==> src/rtl/pit_rw_controller_if.sv <==
// CPU-side bus of the 8254 read/write controller: chip select, strobes, address and data.
// The CPU (or testbench) drives the master modport; the controller uses the slave modport.
interface pit_rw_controller_if;
    logic       cs_n;
    logic       rd_n;
    logic       wr_n;
    logic [1:0] a;
    logic [7:0] d_in;
    logic [7:0] d_out;
    logic       d_oe;

    modport master (
        output cs_n, rd_n, wr_n, a, d_in,
        input  d_out, d_oe
    );

    modport slave (
        input  cs_n, rd_n, wr_n, a, d_in,
        output d_out, d_oe
    );
endinterface

==> src/rtl/pit_rw_controller.sv <==
// 8254 bus-side sequencer: decodes control/count writes, runs latch commands, muxes read bytes.
// Define PIT_READBACK_EN to enable the SC=11 read-back command; by default SC=11 writes are ignored.
module pit_rw_controller #(
    parameter int NUM_CNT = 3
) (
    input  logic                    clk,
    input  logic                    rst,
    pit_rw_controller_if.slave      bus,
    input  logic [16*NUM_CNT-1:0]   count_in,
    input  logic [8*NUM_CNT-1:0]    status_in,
    output logic [7:0]              cw_out,
    output logic [NUM_CNT-1:0]      cw_load,
    output logic [7:0]              wr_byte,
    output logic [NUM_CNT-1:0]      crl_we,
    output logic [NUM_CNT-1:0]      crm_we,
    output logic                    crm_clr,
    output logic [NUM_CNT-1:0]      cr_done
);

    // Registered bus sample
    logic       cs_n_q, rd_n_q, wr_n_q;
    logic [1:0] a_q;
    logic [7:0] d_in_q;

    // Per-counter access state
    logic [1:0]         rw_mode_q [NUM_CNT];
    logic [1:0]         rw_mode_d [NUM_CNT];
    logic [NUM_CNT-1:0] wptr_q, wptr_d;
    logic [NUM_CNT-1:0] rptr_q, rptr_d;
    logic [NUM_CNT-1:0] cnt_latched_q, cnt_latched_d;
    logic [NUM_CNT-1:0] stat_latched_q, stat_latched_d;
    logic [15:0]        cnt_lat_q [NUM_CNT];
    logic [15:0]        cnt_lat_d [NUM_CNT];
    logic [7:0]         stat_lat_q [NUM_CNT];
    logic [7:0]         stat_lat_d [NUM_CNT];

    // Registered outputs
    logic [7:0]         cw_out_q, cw_out_d;
    logic [NUM_CNT-1:0] cw_load_q, cw_load_d;
    logic [7:0]         wr_byte_q, wr_byte_d;
    logic [NUM_CNT-1:0] crl_we_q, crl_we_d;
    logic [NUM_CNT-1:0] crm_we_q, crm_we_d;
    logic               crm_clr_q, crm_clr_d;
    logic [NUM_CNT-1:0] cr_done_q, cr_done_d;

    logic       wr_ev, rd_ev;
    logic [1:0] sc, rw;
    logic [15:0] rd_word;
    logic [7:0]  rd_byte;
    logic        rd_active;

    // Strobe rising edges: low in the registered sample, high on the live pin.
    assign wr_ev = ~cs_n_q & ~wr_n_q & bus.wr_n;
    assign rd_ev = ~cs_n_q & ~rd_n_q & bus.rd_n & (a_q != 2'd3) & ~wr_ev;
    assign sc    = d_in_q[7:6];
    assign rw    = d_in_q[5:4];

    always_comb begin
        rw_mode_d      = rw_mode_q;
        wptr_d         = wptr_q;
        rptr_d         = rptr_q;
        cnt_latched_d  = cnt_latched_q;
        stat_latched_d = stat_latched_q;
        cnt_lat_d      = cnt_lat_q;
        stat_lat_d     = stat_lat_q;
        cw_out_d       = cw_out_q;
        wr_byte_d      = wr_byte_q;
        cw_load_d      = '0;
        crl_we_d       = '0;
        crm_we_d       = '0;
        crm_clr_d      = 1'b0;
        cr_done_d      = '0;

        if (wr_ev) begin
            if (a_q == 2'd3) begin
                if (sc != 2'b11) begin
                    for (int n = 0; n < NUM_CNT; n++) begin
                        if (sc == 2'(n)) begin
                            if (rw == 2'b00) begin
                                if (!cnt_latched_q[n]) begin
                                    cnt_lat_d[n]     = count_in[16*n +: 16];
                                    cnt_latched_d[n] = 1'b1;
                                end
                            end else begin
                                cw_load_d[n]      = 1'b1;
                                cw_out_d          = d_in_q;
                                rw_mode_d[n]      = rw;
                                wptr_d[n]         = 1'b0;
                                rptr_d[n]         = 1'b0;
                                cnt_latched_d[n]  = 1'b0;
                                stat_latched_d[n] = 1'b0;
                            end
                        end
                    end
                end else begin
                    // Read-back. The status byte register may load in either build, but it
                    // only becomes visible once status_latched is set, which needs the macro.
                    for (int n = 0; n < NUM_CNT; n++) begin
                        if (d_in_q[n+1]) begin
`ifdef PIT_READBACK_EN
                            if (!d_in_q[5] && !cnt_latched_q[n]) begin
                                cnt_lat_d[n]     = count_in[16*n +: 16];
                                cnt_latched_d[n] = 1'b1;
                            end
`endif
                            if (!d_in_q[4] && !stat_latched_q[n]) begin
                                stat_lat_d[n] = status_in[8*n +: 8];
`ifdef PIT_READBACK_EN
                                stat_latched_d[n] = 1'b1;
`endif
                            end
                        end
                    end
                end
            end else begin
                for (int n = 0; n < NUM_CNT; n++) begin
                    if (a_q == 2'(n)) begin
                        wr_byte_d = d_in_q;
                        case (rw_mode_q[n])
                            2'b01: begin
                                crl_we_d[n]  = 1'b1;
                                crm_we_d[n]  = 1'b1;
                                crm_clr_d    = 1'b1;
                                cr_done_d[n] = 1'b1;
                            end
                            2'b10: begin
                                crm_we_d[n]  = 1'b1;
                                cr_done_d[n] = 1'b1;
                            end
                            2'b11: begin
                                if (!wptr_q[n]) begin
                                    crl_we_d[n] = 1'b1;
                                    wptr_d[n]   = 1'b1;
                                end else begin
                                    crm_we_d[n]  = 1'b1;
                                    cr_done_d[n] = 1'b1;
                                    wptr_d[n]    = 1'b0;
                                end
                            end
                            default: ;
                        endcase
                    end
                end
            end
        end else if (rd_ev) begin
            for (int n = 0; n < NUM_CNT; n++) begin
                if (a_q == 2'(n)) begin
                    if (stat_latched_q[n]) begin
                        stat_latched_d[n] = 1'b0;
                    end else if (rw_mode_q[n] == 2'b11 && !rptr_q[n]) begin
                        rptr_d[n] = 1'b1;
                    end else begin
                        rptr_d[n]        = 1'b0;
                        cnt_latched_d[n] = 1'b0;
                    end
                end
            end
        end
    end

    always_ff @(posedge clk) begin
        if (rst) begin
            cs_n_q         <= 1'b1;
            rd_n_q         <= 1'b1;
            wr_n_q         <= 1'b1;
            a_q            <= 2'd0;
            d_in_q         <= 8'h00;
            wptr_q         <= '0;
            rptr_q         <= '0;
            cnt_latched_q  <= '0;
            stat_latched_q <= '0;
            for (int n = 0; n < NUM_CNT; n++) begin
                rw_mode_q[n]  <= 2'b01;
                cnt_lat_q[n]  <= 16'h0000;
                stat_lat_q[n] <= 8'h00;
            end
            cw_out_q  <= 8'h00;
            cw_load_q <= '0;
            wr_byte_q <= 8'h00;
            crl_we_q  <= '0;
            crm_we_q  <= '0;
            crm_clr_q <= 1'b0;
            cr_done_q <= '0;
        end else begin
            cs_n_q         <= bus.cs_n;
            rd_n_q         <= bus.rd_n;
            wr_n_q         <= bus.wr_n;
            a_q            <= bus.a;
            d_in_q         <= bus.d_in;
            rw_mode_q      <= rw_mode_d;
            wptr_q         <= wptr_d;
            rptr_q         <= rptr_d;
            cnt_latched_q  <= cnt_latched_d;
            stat_latched_q <= stat_latched_d;
            cnt_lat_q      <= cnt_lat_d;
            stat_lat_q     <= stat_lat_d;
            cw_out_q       <= cw_out_d;
            cw_load_q      <= cw_load_d;
            wr_byte_q      <= wr_byte_d;
            crl_we_q       <= crl_we_d;
            crm_we_q       <= crm_we_d;
            crm_clr_q      <= crm_clr_d;
            cr_done_q      <= cr_done_d;
        end
    end

    // Read byte: status latch first, then latched count, then the live count.
    always_comb begin
        rd_word = 16'h0000;
        rd_byte = 8'h00;
        for (int n = 0; n < NUM_CNT; n++) begin
            if (a_q == 2'(n)) begin
                rd_word = cnt_latched_q[n] ? cnt_lat_q[n] : count_in[16*n +: 16];
                if (stat_latched_q[n]) begin
                    rd_byte = stat_lat_q[n];
                end else begin
                    case (rw_mode_q[n])
                        2'b10:   rd_byte = rd_word[15:8];
                        2'b11:   rd_byte = rptr_q[n] ? rd_word[15:8] : rd_word[7:0];
                        default: rd_byte = rd_word[7:0];
                    endcase
                end
            end
        end
    end

    assign rd_active = ~cs_n_q & ~rd_n_q & (a_q != 2'd3);
    assign bus.d_oe  = rd_active;
    assign bus.d_out = rd_active ? rd_byte : 8'h00;

    assign cw_out  = cw_out_q;
    assign cw_load = cw_load_q;
    assign wr_byte = wr_byte_q;
    assign crl_we  = crl_we_q;
    assign crm_we  = crm_we_q;
    assign crm_clr = crm_clr_q;
    assign cr_done = cr_done_q;

endmodule

==> src/flat_wrapper.sv <==
// flat-port wrapper written by rule: the top's interface ports become plain ports
module pit_rw_controller_flat 
#(
    parameter int NUM_CNT = 3
)
  (clk, rst, count_in, status_in, cw_out, cw_load, wr_byte, crl_we, crm_we, crm_clr, cr_done, bus_cs_n, bus_rd_n, bus_wr_n, bus_a, bus_d_in, bus_d_out, bus_d_oe);
  pit_rw_controller_if bus_i ();
  input  logic clk;
  input  logic rst;
  input  logic [16*NUM_CNT-1:0] count_in;
  input  logic [8*NUM_CNT-1:0] status_in;
  output logic [7:0] cw_out;
  output logic [NUM_CNT-1:0] cw_load;
  output logic [7:0] wr_byte;
  output logic [NUM_CNT-1:0] crl_we;
  output logic [NUM_CNT-1:0] crm_we;
  output logic crm_clr;
  output logic [NUM_CNT-1:0] cr_done;
  input wire logic [$bits(bus_i.cs_n)-1:0] bus_cs_n;
  input wire logic [$bits(bus_i.rd_n)-1:0] bus_rd_n;
  input wire logic [$bits(bus_i.wr_n)-1:0] bus_wr_n;
  input wire logic [$bits(bus_i.a)-1:0] bus_a;
  input wire logic [$bits(bus_i.d_in)-1:0] bus_d_in;
  output wire logic [$bits(bus_i.d_out)-1:0] bus_d_out;
  output wire logic [$bits(bus_i.d_oe)-1:0] bus_d_oe;
  assign bus_i.cs_n = bus_cs_n;
  assign bus_i.rd_n = bus_rd_n;
  assign bus_i.wr_n = bus_wr_n;
  assign bus_i.a = bus_a;
  assign bus_i.d_in = bus_d_in;
  assign bus_d_out = bus_i.d_out;
  assign bus_d_oe = bus_i.d_oe;
  pit_rw_controller #(.NUM_CNT(NUM_CNT)) u_core (.clk(clk), .rst(rst), .bus(bus_i), .count_in(count_in), .status_in(status_in), .cw_out(cw_out), .cw_load(cw_load), .wr_byte(wr_byte), .crl_we(crl_we), .crm_we(crm_we), .crm_clr(crm_clr), .cr_done(cr_done));
endmodule
==> config.mk <==
export PLATFORM = sky130hd
export DESIGN_NAME = pit_rw_controller_flat
export DESIGN_NICKNAME = d
export VERILOG_FILES = /design/src/rtl/pit_rw_controller_if.sv /design/src/rtl/pit_rw_controller.sv /design/src/flat_wrapper.sv
export SDC_FILE = /design/constraint.sdc
export NUM_CORES = 1
export LEC_CHECK = 0
export ABC_AREA = 1
export CAP_MARGIN = 40
export CORE_ASPECT_RATIO = 1.1
export CORE_MARGIN = 4
export CORE_UTILIZATION = 51
export CTS_BUF_LIST = sky130_fd_sc_hd__clkbuf_2 sky130_fd_sc_hd__clkbuf_4 sky130_fd_sc_hd__clkbuf_8
export DETAILED_ROUTE_END_ITERATION = 7
export PLACE_DENSITY = 0.82
export RECOVER_POWER = 50
export SYNTH_ARGS = -nofsm -noshare
export SYNTH_HDL_FRONTEND = slang
export SYNTH_SLANG_ARGS = --single-unit
==> constraint.sdc <==
create_clock -name clk -period 1.9 [get_ports clk]
set_input_delay 0.38 -clock clk [delete_from_list [all_inputs] [get_ports clk]]
set_output_delay 0.38 -clock clk [all_outputs]
set_load 0.05 [all_outputs]
Yosys cells after proc, flatten, opt, wreduce, memory -nomap -nowiden
Index checks and enable logic that the tools add are counted.
Storage, ports and cells
  register bits: 129
  input port bits: 87
  output and inout port bits: 38
  logic and storage cells: 241
Cells by class
  eq/ne operators: 33
  muxes and demuxes: 90
  bitwise gates (word level): 20
  reduce and logical (&&, ||, !) cells: 60
Operators with widths (number)
  two-way mux 8 bit: 19
  two-way mux 1 bit: 48
  two-way mux 16 bit: 3
  one-hot mux 8 bit (2 select lines): 3
  AND reduction 5 bit: 9
  AND reduction 7 bit: 6
  AND reduction 6 bit: 6
  two-way mux 3 bit: 11
  != test 2 bit (second input constant): 16
  nonzero test 2 bit: 10
  == test 2 bit (second input constant): 9
  OR reduction 5 bit: 3
  inverter 1 bit: 13
  one-hot mux 1 bit (2 select lines): 6
  OR reduction 4 bit: 3
  == test 2 x 1 -> 1 bit (second input constant): 5
  AND 1 bit: 7
  logical NOT 1 bit: 7
  logical AND 1 bit: 6
  logical NOT 2 bit: 3
  != test 2 x 1 -> 1 bit (second input constant): 3
  AND reduction 3 bit: 2
  OR reduction 2 bit: 3
  nonzero test 3 bit: 1
  OR reduction 3 bit: 1

Longest topological paths before layout
  depth in word-level cells: 8
  gate-level depth with buffers: 11

Least setup slack after synthesis
No wires, ideal clock.
  kind: reg-to-output
  start point: reg u_core.rw_mode_q[2] in the netlist's numbering
  end point: out bus_d_out[2]
  arrival: 1.808 ns
  setup slack: -0.288 ns
  cell stages (with the launch flop): 8
  buffers on the path: 0
  cells stage by stage: dfxtp_1 > inv_1 > ha_1 > o21ai_1 > nand2_1 > nand3_1 > nand2_1 > nor2_1
Between the ends
  cells in the longest elaborated chain, start to end: 6
  elaborated cells on any way between the ends: 7
  those cells by class: eq/ne (2); mux (5)
Ends and longest elaborated chain
  start: declaration: line pit_rw_controller.sv:26  | logic [1:0] rw_mode_q [NUM_CNT];
  start signal: assignment: line pit_rw_controller.sv:190  | rw_mode_q <= rw_mode_d;
  == test 2 bit: line pit_rw_controller.sv:217  | case (rw_mode_q[n])
  one-hot mux 8 bit (2 select lines) *: line pit_rw_controller.sv:217
  two-way mux 8 bit *: line pit_rw_controller.sv:214  | if (stat_latched_q[n]) begin
  two-way mux 8 bit * (2 in a row): line pit_rw_controller.sv:212  | if (a_q == 2'(n)) begin
  two-way mux 8 bit *: line pit_rw_controller.sv:229  | assign bus.d_out = rd_active ? rd_byte : 8'h00;
  end: declaration: line flat_wrapper.sv:24  | output wire logic [$bits(bus_i.d_out)-1:0] bus_d_out;
Mark *: on every way between the ends. The rest lies on a longest branch, timed or not.

Final worst setup path
  start point: reg u_core.cnt_latched_q[1]
  end point: out bus_d_out[6]
Between the ends
  cells in the longest elaborated chain, start to end: 7
Ends and longest elaborated chain
  start: declaration: line pit_rw_controller.sv:30  | logic [NUM_CNT-1:0] cnt_latched_q, cnt_latched_d;
  start signal: assignment: line pit_rw_controller.sv:193  | cnt_latched_q <= cnt_latched_d;
  two-way mux 16 bit *
  two-way mux 8 bit: line pit_rw_controller.sv:219  | 2'b11: rd_byte = rptr_q[n] ? rd_word[15:8] : rd_word[7:0];
  one-hot mux 8 bit (2 select lines) *: line pit_rw_controller.sv:217
  two-way mux 8 bit *: line pit_rw_controller.sv:214
  two-way mux 8 bit * (2 in a row): line pit_rw_controller.sv:212
  two-way mux 8 bit *: line pit_rw_controller.sv:229
Marks and branches as above.

==> out/results.ini <==
[synthesis]
ys.warnings.count = 0
syn-cell-area_um2 = 5100
yosysSeqAreaShare_pct = 40.0
ys_ff_latch = 102
synth_top_cell_by_area = dfxtp_1
synthesis.nets = 869
syn_inst = 770
synth_area_leaders = dfxtp_1 40%, nand2_1 11%, a21oi_1 9.5%
postSynthAreaPerCell_um2 = 6.63
yosys.area.top_type_share_pct = 40.0
ys_types = 29

[sta]
finalSetupViolCount = 21
fin_crit_sh_pct = 118
layout_min_cycle_time_ns = 2.23
max-slew-margin-rel_pct = 45.9
fin_skew_ns = 0.0111
hold_viol = 0
tightest_slew_ns = 0.812
drv_slew = 0
max_freq_mhz = 448
rsz0062_at_grt = true
setup_ws_ns = -0.334

[place]
io_buffers = 100
place_area_um2 = 6590
place.gp.congestion = 0.917
place_hpwl_um = 9870

[detailed_routing]
drtIter0Drc = 409
vias_per_cell = 5.40
avgRoutedWirePerCell_um = 14.5
firstDrtPassIters = 5
drc_errors = 0
ant_nets = 0
vias = 5547
drt_wl_total_um = 14900

[worst_setup_path]
worst_setup_path_end_kind = output port
cp-start-kind = register
cp-startpoint = u_core.cnt_latched_q[1]
crit_chain = buf_12 -> o21ai_0 -> nand2_2 -> nand2_2 -> nand2_2 -> nand3_2 -> nand2_2 -> clkinvlp_4 -> buf_12
crit_family = simple AND/OR/NAND/NOR gates
slowest_stage = dfxtp_1
crit_top_cell = nand2_2
reg2reg_setup_slack_ns = -0.12
cp.required_ns = 1.52
r2r_start = u_core.d_in_q[4]
critPathMaxFanout = 33
cp.arrival_ns = 1.85
path_class = register to output port
worst-path-buf-inv = 3
critPathMaxStageDelay_ns = 0.34

[clock_tree]
clkTransAtPathRegs_ns = 0.11
cts_buffer_depth = 2
postCtsHoldBufs = 0
clk_latency_ns = 0.39
cts_root_buf = clkbuf_8
cts_made_buffers = 9
cts.sinks = 102
tritoncts = done
htree_levels = 3

[cells_and_area]
fill_cells = 778
final_common_cell = nand2_1
ff_latch_area_um2 = 2070
post-route-util_pct = 72.3
n_antenna_cell = 0
final_cell_mix = 114 x nand2_1, 110 x nor2_1, 94 x a21oi_1
syn_to_final_growth_pct = 39.5
final_area_um2 = 7120
multi_input_area_um2 = 2790
drive_gt1_share_pct = 20.8
nNetsFinal = 1002

[run_status]
violations = negative setup slack
run_status = finished, violations left

[die]
dieArea_um2 = 11700
core-area_um2 = 9840
initial_core_util_pct = 51.9
ioPinCount = 125
row_count = 38
die-width_um = 103
dieHeight_um = 113

[global_route]
grt_pass1_wl_um = 23900
track_usage_pct = 25.3
antenna_found_initial = 0
grt_pass1_vias = 5376
grt_max_degree = 60
grt_overflow = 0

[pwr]
p_sw_share_pct = 28.8
ir_worst_vdd_mv = 0.349
power_switching_mw = 1.18
p_int_mw = 2.90
p_comb_share_pct = 12.4
p_leak_nw = 3.08
power_frac_seq_pct = 53.1
clkPwrFrac_pct = 34.5
power_density_nw_per_um2 = 573

[job]
cap_violations = 0

[worst_hold_path]
hp-class = register to register
worstHoldStart = u_core.cnt_lat_q[14]

cells by family after synthesis:
group / Yosys count / share of synthesized area, %
compound gates: 190 / 18.8
buf+inv: 142 / 11.6
simple gates: 324 / 26.6
fa+ha+maj: 12 / 2.94
flops: 102 / 40.0
power groups by stage:
stage / logic, mW / clock network (mW) / registers (mW)
5_1_grt: 0.551 / 1.49 / 2.17
3_5_place_dp: 0.473 / 0 / 2.22
6_report: 0.507 / 1.41 / 2.17
3_3_place_gp: 0.465 / 0 / 2.22
2_1_floorplan: 0.217 / 0 / 2.23
4_1_cts: 0.495 / 1.40 / 2.17
per-layer routing:
layer  share of wire, %  global-route usage [%]
met1                 39                    29.9
met2                 52                    44.2
met3                5.6                    4.19
met4                3.6                    11.1
met5                  0                       0
Yosys cell counts (all sizes together):
library cell  instances
inv                 105
a21oi                97
nand3                33
o21ai                88
or2                   3
a21o                  1
a211oi                1
nor2                118
nand4                 2
clkinv                2
nand2               162
a31oi                 1
ha                   12
buf                  22
dfxtp               102
nor3                  6
o211ai                2
clkbuf               13
what timing repair did:
item / 4_1_cts / 5_1_grt
buffers inserted: 13 / 1
endpoints found under the setup margin: 22 / 10
pin swaps: 27 / 34
resized for setup: 101 / 38
hold endpoints to repair: 0 / 0
sequential cells by signal, summed over array words and instances (netlist names), 2 cells and up, named ones only:
name / flops
u_core.cnt_lat_q: 48
u_core.d_in_q: 8
u_core.wr_byte: 8
u_core.rw_mode_q: 6
u_core.cnt_latched_q: 3
u_core.crl_we: 3
u_core.crm_we: 3
u_core.cw_load: 3
u_core.rptr_q: 3
u_core.wptr_q: 3
u_core.a_q: 2
final cells by class:
cell class,count,area share (%)
Clock buffer,9,1.74
Clock inverter,7,1.04
Inverter,107,6.05
Multi-Input combinational cell,526,39.2
Sequential cell,102,29.1
Tap cell,120,2.11
Timing Repair Buffer,157,20.8
worst paths after layout:
path,cells past startpoint,to
worst max-delay path,9,bus_d_out[6]
worst max register to register,6,u_core.cnt_lat_q[42]
worst min-delay path,2,u_core.cnt_lat_q[14]
worst min register to register,2,u_core.cnt_lat_q[14]
worst register-to-register path, stage by stage, from the launching register on:
cell     delay, ns
dfxtp_1       0.34
inv_1         0.17
nand2_2       0.15
nor2_1        0.41
nand2_2       0.43
o21ai_1       0.31
a21oi_1       0.09
per-stage QoR:
step | setup slack, ns | setup TNS, ns | hold WS (ns) | total power [mW] | instances
global placement | -0.221 | -1.23 | 0.431 | 2.69 | 1002
floorplan | 0.00667 | 0 | 0.424 | 2.45 | 770
detailed placement | -0.245 | -1.48 | 0.441 | 2.70 | 1002
CTS | -0.320 | -2.50 | 0.456 | 4.07 | 1031
global route | -0.404 | -7.56 | 0.472 | 4.21 | 1028
finish | -0.334 | -3.24 | 0.452 | 4.08 | 1028
No activity file was read; power rests on OpenSTA's default activity.
